==> src/rtl/ldst_sequencer.sv <==
// Load/store sequencer between execute and the single-port data memory.
// Define MISALIGNED_SPLIT_EN to split misaligned accesses into two beats instead of rejecting them.
module ldst_sequencer #(
    parameter int unsigned BYTE_WIDTH = 8,
    parameter int unsigned ADDR_WIDTH = 32
) (
    input  logic                    clk,
    input  logic                    rst_n,
    input  logic                    req_valid,
    output logic                    req_ready,
    input  logic                    req_is_store,
    input  logic [ADDR_WIDTH-1:0]   req_addr,
    input  logic [3:0]              req_mask,
    input  logic                    req_unsigned,
    input  logic [4*BYTE_WIDTH-1:0] req_wdata,
    output logic                    mem_en,
    output logic [3:0]              mem_we,
    output logic [ADDR_WIDTH-1:0]   mem_addr,
    output logic [4*BYTE_WIDTH-1:0] mem_wdata,
    input  logic [4*BYTE_WIDTH-1:0] mem_rdata,
    input  logic                    mem_ack,
    output logic [3:0]              au_ldst_mask,
    output logic [1:0]              au_offset,
    output logic                    au_is_unsigned,
    output logic [4*BYTE_WIDTH-1:0] au_memory_out,
    input  logic [4*BYTE_WIDTH-1:0] au_out,
    output logic                    rsp_valid,
    input  logic                    rsp_ready,
    output logic [4*BYTE_WIDTH-1:0] rsp_rdata,
    output logic                    rsp_error
);
    localparam int unsigned DW = 4 * BYTE_WIDTH;

    typedef enum logic [1:0] {IDLE, ACC0, ACC1, RESP} state_t;

    state_t                state_q, state_d;
    logic                  req_ready_d, mem_en_d, rsp_valid_d, rsp_error_d;
    logic [3:0]            mem_we_d;
    logic [ADDR_WIDTH-1:0] mem_addr_d;
    logic [DW-1:0]         mem_wdata_d, rsp_rdata_d;

    logic                  is_store_q, uns_q;
    logic [3:0]            mask_q;
    logic [1:0]            off_q;
    logic                  accept, latch_req, finish, misaligned, reject;
    logic [1:0]            req_off;
    logic [3:0]            req_we_lo;
    logic [DW-1:0]         req_wd_lo;

    assign accept     = req_valid && req_ready;
    assign req_off    = req_addr[1:0];
    assign misaligned = (req_mask == 4'b0011 && req_off == 2'b11) ||
                        (req_mask == 4'b1111 && req_off != 2'b00);
    assign req_we_lo  = 4'(req_mask << req_off);
    assign req_wd_lo  = DW'(req_wdata << {req_off, 3'b000});

    assign au_ldst_mask   = mask_q;
    assign au_is_unsigned = uns_q;

`ifdef MISALIGNED_SPLIT_EN
    logic          split_q, word0_load;
    logic [3:0]    we_hi_q;
    logic [DW-1:0] wd_hi_q, word0_q;

    assign reject        = 1'b0;
    // Second beat carries the lanes that spilled past the first word.
    assign au_offset     = split_q ? 2'b00 : off_q;
    assign au_memory_out = split_q ? DW'({mem_rdata, word0_q} >> {off_q, 3'b000}) : mem_rdata;

    always_ff @(posedge clk or negedge rst_n) begin
        if (!rst_n) begin
            split_q <= 1'b0;
            we_hi_q <= 4'b0000;
            wd_hi_q <= '0;
            word0_q <= '0;
        end else begin
            if (latch_req) begin
                split_q <= misaligned;
                we_hi_q <= 4'(({4'b0000, req_mask} << req_off) >> 4);
                wd_hi_q <= DW'(({{DW{1'b0}}, req_wdata} << {req_off, 3'b000}) >> DW);
            end
            if (word0_load) begin
                word0_q <= mem_rdata;
            end
        end
    end
`else
    assign reject        = misaligned;
    assign au_offset     = off_q;
    assign au_memory_out = mem_rdata;
`endif

    // Next-state and next-output logic for the registered memory/response outputs.
    always_comb begin
        state_d     = state_q;
        mem_en_d    = mem_en;
        mem_we_d    = mem_we;
        mem_addr_d  = mem_addr;
        mem_wdata_d = mem_wdata;
        rsp_valid_d = rsp_valid;
        rsp_rdata_d = rsp_rdata;
        rsp_error_d = rsp_error;
        latch_req   = 1'b0;
        finish      = 1'b0;
`ifdef MISALIGNED_SPLIT_EN
        word0_load  = 1'b0;
`endif
        case (state_q)
            IDLE: begin
                if (accept) begin
                    latch_req = 1'b1;
                    if (req_mask == 4'b0000 || reject) begin
                        state_d     = RESP;
                        rsp_valid_d = 1'b1;
                        rsp_rdata_d = '0;
                        rsp_error_d = reject;
                    end else begin
                        state_d     = ACC0;
                        mem_en_d    = 1'b1;
                        mem_addr_d  = {req_addr[ADDR_WIDTH-1:2], 2'b00};
                        mem_we_d    = req_is_store ? req_we_lo : 4'b0000;
                        mem_wdata_d = req_wd_lo;
                    end
                end
            end
            ACC0: begin
                if (mem_ack) begin
`ifdef MISALIGNED_SPLIT_EN
                    if (split_q) begin
                        state_d     = ACC1;
                        word0_load  = 1'b1;
                        mem_addr_d  = mem_addr + ADDR_WIDTH'(4);
                        mem_we_d    = is_store_q ? we_hi_q : 4'b0000;
                        mem_wdata_d = wd_hi_q;
                    end else begin
                        finish = 1'b1;
                    end
`else
                    finish = 1'b1;
`endif
                end
            end
`ifdef MISALIGNED_SPLIT_EN
            ACC1: begin
                if (mem_ack) begin
                    finish = 1'b1;
                end
            end
`endif
            RESP: begin
                if (rsp_ready) begin
                    state_d     = IDLE;
                    rsp_valid_d = 1'b0;
                end
            end
            default: state_d = IDLE;
        endcase
        if (finish) begin
            state_d     = RESP;
            mem_en_d    = 1'b0;
            mem_we_d    = 4'b0000;
            rsp_valid_d = 1'b1;
            rsp_rdata_d = is_store_q ? '0 : au_out;
            rsp_error_d = 1'b0;
        end
        req_ready_d = (state_d == IDLE);
    end

    always_ff @(posedge clk or negedge rst_n) begin
        if (!rst_n) begin
            state_q    <= IDLE;
            req_ready  <= 1'b0;
            mem_en     <= 1'b0;
            mem_we     <= 4'b0000;
            mem_addr   <= '0;
            mem_wdata  <= '0;
            rsp_valid  <= 1'b0;
            rsp_rdata  <= '0;
            rsp_error  <= 1'b0;
            is_store_q <= 1'b0;
            uns_q      <= 1'b0;
            mask_q     <= 4'b0000;
            off_q      <= 2'b00;
        end else begin
            state_q   <= state_d;
            req_ready <= req_ready_d;
            mem_en    <= mem_en_d;
            mem_we    <= mem_we_d;
            mem_addr  <= mem_addr_d;
            mem_wdata <= mem_wdata_d;
            rsp_valid <= rsp_valid_d;
            rsp_rdata <= rsp_rdata_d;
            rsp_error <= rsp_error_d;
            if (latch_req) begin
                is_store_q <= req_is_store;
                uns_q      <= req_unsigned;
                mask_q     <= req_mask;
                off_q      <= req_off;
            end
        end
    end
endmodule

==> config.mk <==
export PLATFORM = sky130hd
export DESIGN_NAME = ldst_sequencer
export DESIGN_NICKNAME = d
export VERILOG_FILES = /design/src/rtl/ldst_sequencer.sv
export SDC_FILE = /design/constraint.sdc
export NUM_CORES = 1
export LEC_CHECK = 0
export CORE_UTILIZATION = 43
export DETAILED_ROUTE_END_ITERATION = 7
export GPL_ROUTABILITY_DRIVEN = 0
export GPL_TIMING_DRIVEN = 0
export PLACE_DENSITY = 0.95
export SKIP_LAST_GASP = 1
export SLEW_MARGIN = 20
export SYNTH_ARGS = -nofsm -noshare
export SYNTH_HDL_FRONTEND = slang
export SYNTH_SLANG_ARGS = --single-unit
==> constraint.sdc <==
create_clock -name clk -period 4.7 [get_ports clk]
set_input_delay 0.94 -clock clk [delete_from_list [all_inputs] [get_ports clk]]
set_output_delay 0.94 -clock clk [all_outputs]
set_load 0.03 [all_outputs]
Word level (Yosys, flattened, before mapping)
Index checks and enable logic that the tools add are counted.
Word-level totals
  register bits: 112
  latch bits: 0
  memory bits (writable): 0
  ROM bits: 0
  output and inout bits: 143
  word-level logic and storage cells: 74
  memories: 0
Cells by class
  $add $sub $neg: 0
  $mul: 0
  div/mod/pow operators: 0
  order comparisons: 0
  eq/ne operators: 9
  shift operators: 2
  multiplexer cells: 32
  bitwise logic cells: 1
  reductions and logical operators: 17
Operators with widths (count)
  $mux 32: 5
  $shl 32x5->32: 1
  $mux 4: 5
  $mux 1: 16
  $ne 3x3->1 const B: 3
  $reduce_and 3->1: 3
  $mux 2: 4
  $reduce_bool 2->1: 4
  $pmux 2 s3: 1
  $eq 2x2->1 const B: 2
  $eq 4x2->1 const B: 1
  $eq 4x4->1 const B: 1
  $logic_not 2->1: 2
  $logic_not 4->1: 1
  $reduce_and 4->1: 1
  $shl 4x2->4: 1
  $logic_and 1x1->1: 3
  $reduce_bool 3->1: 1
  $eq 2x1->1 const B: 1
  $logic_or 1x1->1: 2
  $ne 2x2->1 const B: 1
  $pmux 1 s2: 1
  $not 1->1: 1

Longest topological paths before layout
  word-level depth: 9
  gate-level depth with buffers: 6

Worst setup path before layout
No wires, ideal clock.
  path kind: input-to-reg
  from: input port req_mask[2]
  to: register rsp_rdata[0]
  library setup time: 121 ps
  arrival time: 2143 ps
  path slack: 2436 ps
  stages: 5
  path buffers: 1
  cells stage by stage: or4_4 a21boi_2 a21boi_2 buf_6 a22o_1
Between the ends
  word-level cells in the longest chain between the ends: 6
  elaborated cells on any way between the ends: 9
  classes of those cells: eq/ne: 2; reduce/logical: 7
RTL lines
  start: declaration: RTL line 13  | input logic [3:0] req_mask,
  $eq 4x2->1 / $eq 4x4->1 (equally long branches): RTL line 52, 53
  $logic_and 1x1->1, on equally long branches: RTL line 52, 53
  $logic_or 1x1->1: RTL line 52  | assign misaligned = (req_mask == 4'b0011 && req_off == 2'b11) ||
  $logic_or 1x1->1 (*): RTL line 112  | if (req_mask == 4'b0000 || reject) begin
  $reduce_bool 2->1 (no source line) (*)
  $reduce_and 3->1 (no source line) (*)
  end signal: assignment: RTL line 192  | rsp_rdata <= rsp_rdata_d;
  end: declaration: RTL line 29  | output logic [4*BYTE_WIDTH-1:0] rsp_rdata,
Mark *: on every way between the ends. The rest lies on a longest branch, timed or not.
A chain may end at the register's enable or synchronous reset.

Final worst setup path
  from: input port req_addr[1]
  to: register mem_wdata[2]
Between the ends
  word-level cells in the longest chain between the ends: 6
  elaborated cells on any way between the ends: 9
  classes of those cells: eq/ne: 1; shift: 1; bitwise: 1; reduce/logical: 6
RTL lines
  start: declaration: RTL line 12  | input logic [ADDR_WIDTH-1:0] req_addr,
  $eq 2x2->1 / $reduce_bool 2->1 (equally long branches): RTL line 52, 53
  $logic_and 1x1->1, on equally long branches: RTL line 52, 53
  $logic_or 1x1->1: RTL line 52
  $logic_or 1x1->1: RTL line 112
  $not 1->1 (no source line)
  $reduce_and 3->1 (no source line)
  end signal: assignment: RTL line 190  | mem_wdata <= mem_wdata_d;
  end: declaration: RTL line 19  | output logic [4*BYTE_WIDTH-1:0] mem_wdata,
Several ways; a longest one is shown, not always the timed one.

==> metrics <==
status completed; global route overflow 0; Hold Path Cell Cnt 1; Sequential Area 2800 sq um; Post-Layout Cell Count 811; initial drt markers 320; min Tclk post-route 2.86 ns; Max Clock Freq 350 MHz; cell count after placement 795; CP max stage cell nor2_1; Slew HR 0.510; Core Util, Final 0.708; footprint of the multi-input gates 2010 sq um; first-pass GRT wire length 24.8 mm; Leak 3.55 nW; Max IR drop VDD 0.445 mV; Ports 282; Post-Route WL 15.9 mm; Slew @ Worst Pin 0.732 ns; DR vias 4412; hold buffer count at cts 0; RSZ-0062 raised after global routing no; Min-Delay Path Class flip-flop to flip-flop; Slew Limit Fails 0; max capacitance violation total 0; crit-path max cell delay 0.65 ns; initial antenna violation count 0; critical path class input port to flip-flop; dpl hpwl 11.9 mm; post-route ant nets 0; count of clock tree sinks 112; Final Hold Vio Count 0; post-synthesis cell area 5240 sq um; largest net degree at the start of global routing 63; CTS tree yes; Hold Startpoint mem_en$_DFFE_PN0P_; PostCTS Resize Cnt 0; Total GRT Usage 0.255; Critical Path Source Type input port; htree depth 3; critical path capture point type flip-flop; die area 12600 sq um; synth unique cells 36; crit path cell chain clkdlybuf4s50_1, clkbuf_1, clkbuf_1, nor2_1, nand2_1, o31ai_1; CP dominant cell by count clkbuf_1; DRC 0; crit path max fanout 10; I/O Buffers 247; core area 11700 sq um; Critical Path RT 4.95 ns; fin crit share 0.609; clk_skew 0.00715 ns; r2r worst-path depth 6; arrival time worst endpoint 3.11 ns; synth-to-layout area growth 57.5%; DIE WIDTH 112 microns; Diodes inserted 0; vias per cell 5.44; clock root buffer clkbuf_16; Synth Register Bits 112; nets 802; Power Dens Cells 636 nW/um^2; syn_area_per_cell 13.0 sq um; later-pin clock latency in the skew report 0.35 ns; CTS clk-pin slew, worst paths 0.07 ns; CTS buffer count 9; Final Setup Violations 0; first drt pass iteration count 5; fraction of layout cells with a size suffix above 1 0.189; total setup buffers inserted after CTS 0; crit path from req_addr[1]; Syn Inst Count 403; number of global-route vias before repair 4693; Die Y 112 microns; reg2reg start state_q[1]$_DFF_PN0_; clk buf depth 2; fill count 797; wire length per cell 19.6 microns; sequential area share after synthesis 0.535; yosys warns 0; num rows 39; starting density of the core 0.450
==> metal layers <==
metal / part of all wire / global-route usage
met2: 0.50 / 0.432
met5: 0 / 0
met3: 0.072 / 0.0632
met1: 0.39 / 0.299
met4: 0.042 / 0.137
==> state kept, by name (all words and copies together) (netlist names) <==
register	flops
mem_en	1
mem_we	4
au_offset	2
au_is_unsigned	1
rsp_valid	1
state_q	2
mem_wdata	32
rsp_rdata	32
req_ready	1
rsp_error	1
au_ldst_mask	4
is_store_q	1
mem_addr	30
==> synth_stat cells <==
library cell,number,area [sq um]
nand2b_1,2,12.5
nand4_1,2,12.5
a221oi_1,1,8.76
o31ai_1,8,60.1
conb_1,1,3.75
nor2_1,3,11.3
nand3b_1,1,7.51
inv_1,2,7.51
o2bb2ai_1,1,8.76
buf_2,3,15.0
a211oi_1,8,60.1
nand4bb_1,1,11.3
nand2_4,1,11.3
nor2_4,1,11.3
o21ai_0,24,120
a21oi_1,10,50.1
nand2_1,25,93.8
mux2_4,45,676
buf_1,1,3.75
dfrtp_1,112,2800
a31oi_1,1,6.26
a22o_1,33,289
a31oi_2,1,12.5
a21boi_2,2,22.5
buf_6,8,90.1
and4bb_2,1,12.5
mux2_2,10,113
nand3_1,3,15.0
o21a_1,1,7.51
mux2i_1,22,220
or4_4,1,11.3
nor2b_1,10,62.6
clkbuf_1,14,52.6
buf_4,35,263
o211ai_1,1,7.51
o41ai_1,8,70.1
==> logic make-up after synthesis <==
family	count (synthesis)	share of synthesized area
simple gates	51	0.0520
other cells	1	0.000715
buf+inv	63	0.0823
flops	112	0.535
compound gates	99	0.138
mux	77	0.192
==> placed cells by master (no fill, tap or decap), drive strengths merged, types with 2 or more instances in the layout <==
| cell | n |
|---|---|
| nor2 | 4 |
| bufinv | 2 |
| dfrtp | 112 |
| nand4 | 2 |
| mux2 | 55 |
| nand2b | 2 |
| clkinv | 2 |
| a211oi | 8 |
| buf | 49 |
| inv | 3 |
| nand2 | 26 |
| conb | 2 |
| o31ai | 8 |
| nand3 | 3 |
| mux2i | 22 |
| o21ai | 24 |
| a21boi | 2 |
| clkdlybuf4s50 | 246 |
| o41ai | 8 |
| a21oi | 10 |
| a31oi | 2 |
| clkbuf | 24 |
| a22o | 33 |
| nor2b | 10 |
==> critical path, delay by kind of cell <==
kind	cells	cell delay, ns
buf+inv	3	1.10
simple gates	2	0.81
compound gates	1	0.25
==> path summary, 6_finish.rpt <==
check                                            endpoint  slack (ns)
min in group asynchronous       mem_wdata[21]$_DFFE_PN0P_        0.52
worst min-delay path                   mem_en$_DFFE_PN0P_        0.51
worst min register to register         mem_en$_DFFE_PN0P_        0.51
worst max-delay path             mem_wdata[2]$_DFFE_PN0P_        1.84
max in group asynchronous        rsp_rdata[2]$_DFFE_PN0P_        3.50
worst max register to register  mem_wdata[26]$_DFFE_PN0P_        2.69
==> power breakdown <==
part           total, mW  switching [mW]  internal [mW]
sequential          1.64           0.254           1.39
combinational       2.79            1.45           1.33
clock              0.829           0.346          0.484
==> per-stage QoR <==
| step | cell area, sq um | setup TNS [ns] | hold WS (ns) | total power [mW] | setup WS, ns |
|---|---|---|---|---|---|
| final | 8260 | 0 | 0.506 | 5.25 | 1.84 |
| after global routing | 8260 | 0 | 0.527 | 5.48 | 1.77 |
| after CTS | 8260 | 0 | 0.508 | 5.29 | 1.92 |
| after detailed placement | 7930 | 0 | 0.491 | 4.43 | 1.59 |
| after global placement | 7900 | -146.38 | 0.485 | 4.34 | -1.31 |
| after floorplan | 5250 | 0 | 0.481 | 3.24 | 2.44 |
==> area by class of cell <==
type | instances | share of cell area
sequential | 112 | 0.339
timing repair buffer | 248 | 0.303
multi-input combinational | 229 | 0.244
buffer | 61 | 0.0514
clock buffer | 10 | 0.0289
tap | 143 | 0.0217
clock inverter | 6 | 0.0109
inverter | 2 | 0.000909
No activity file was read; power rests on OpenSTA's default activity.
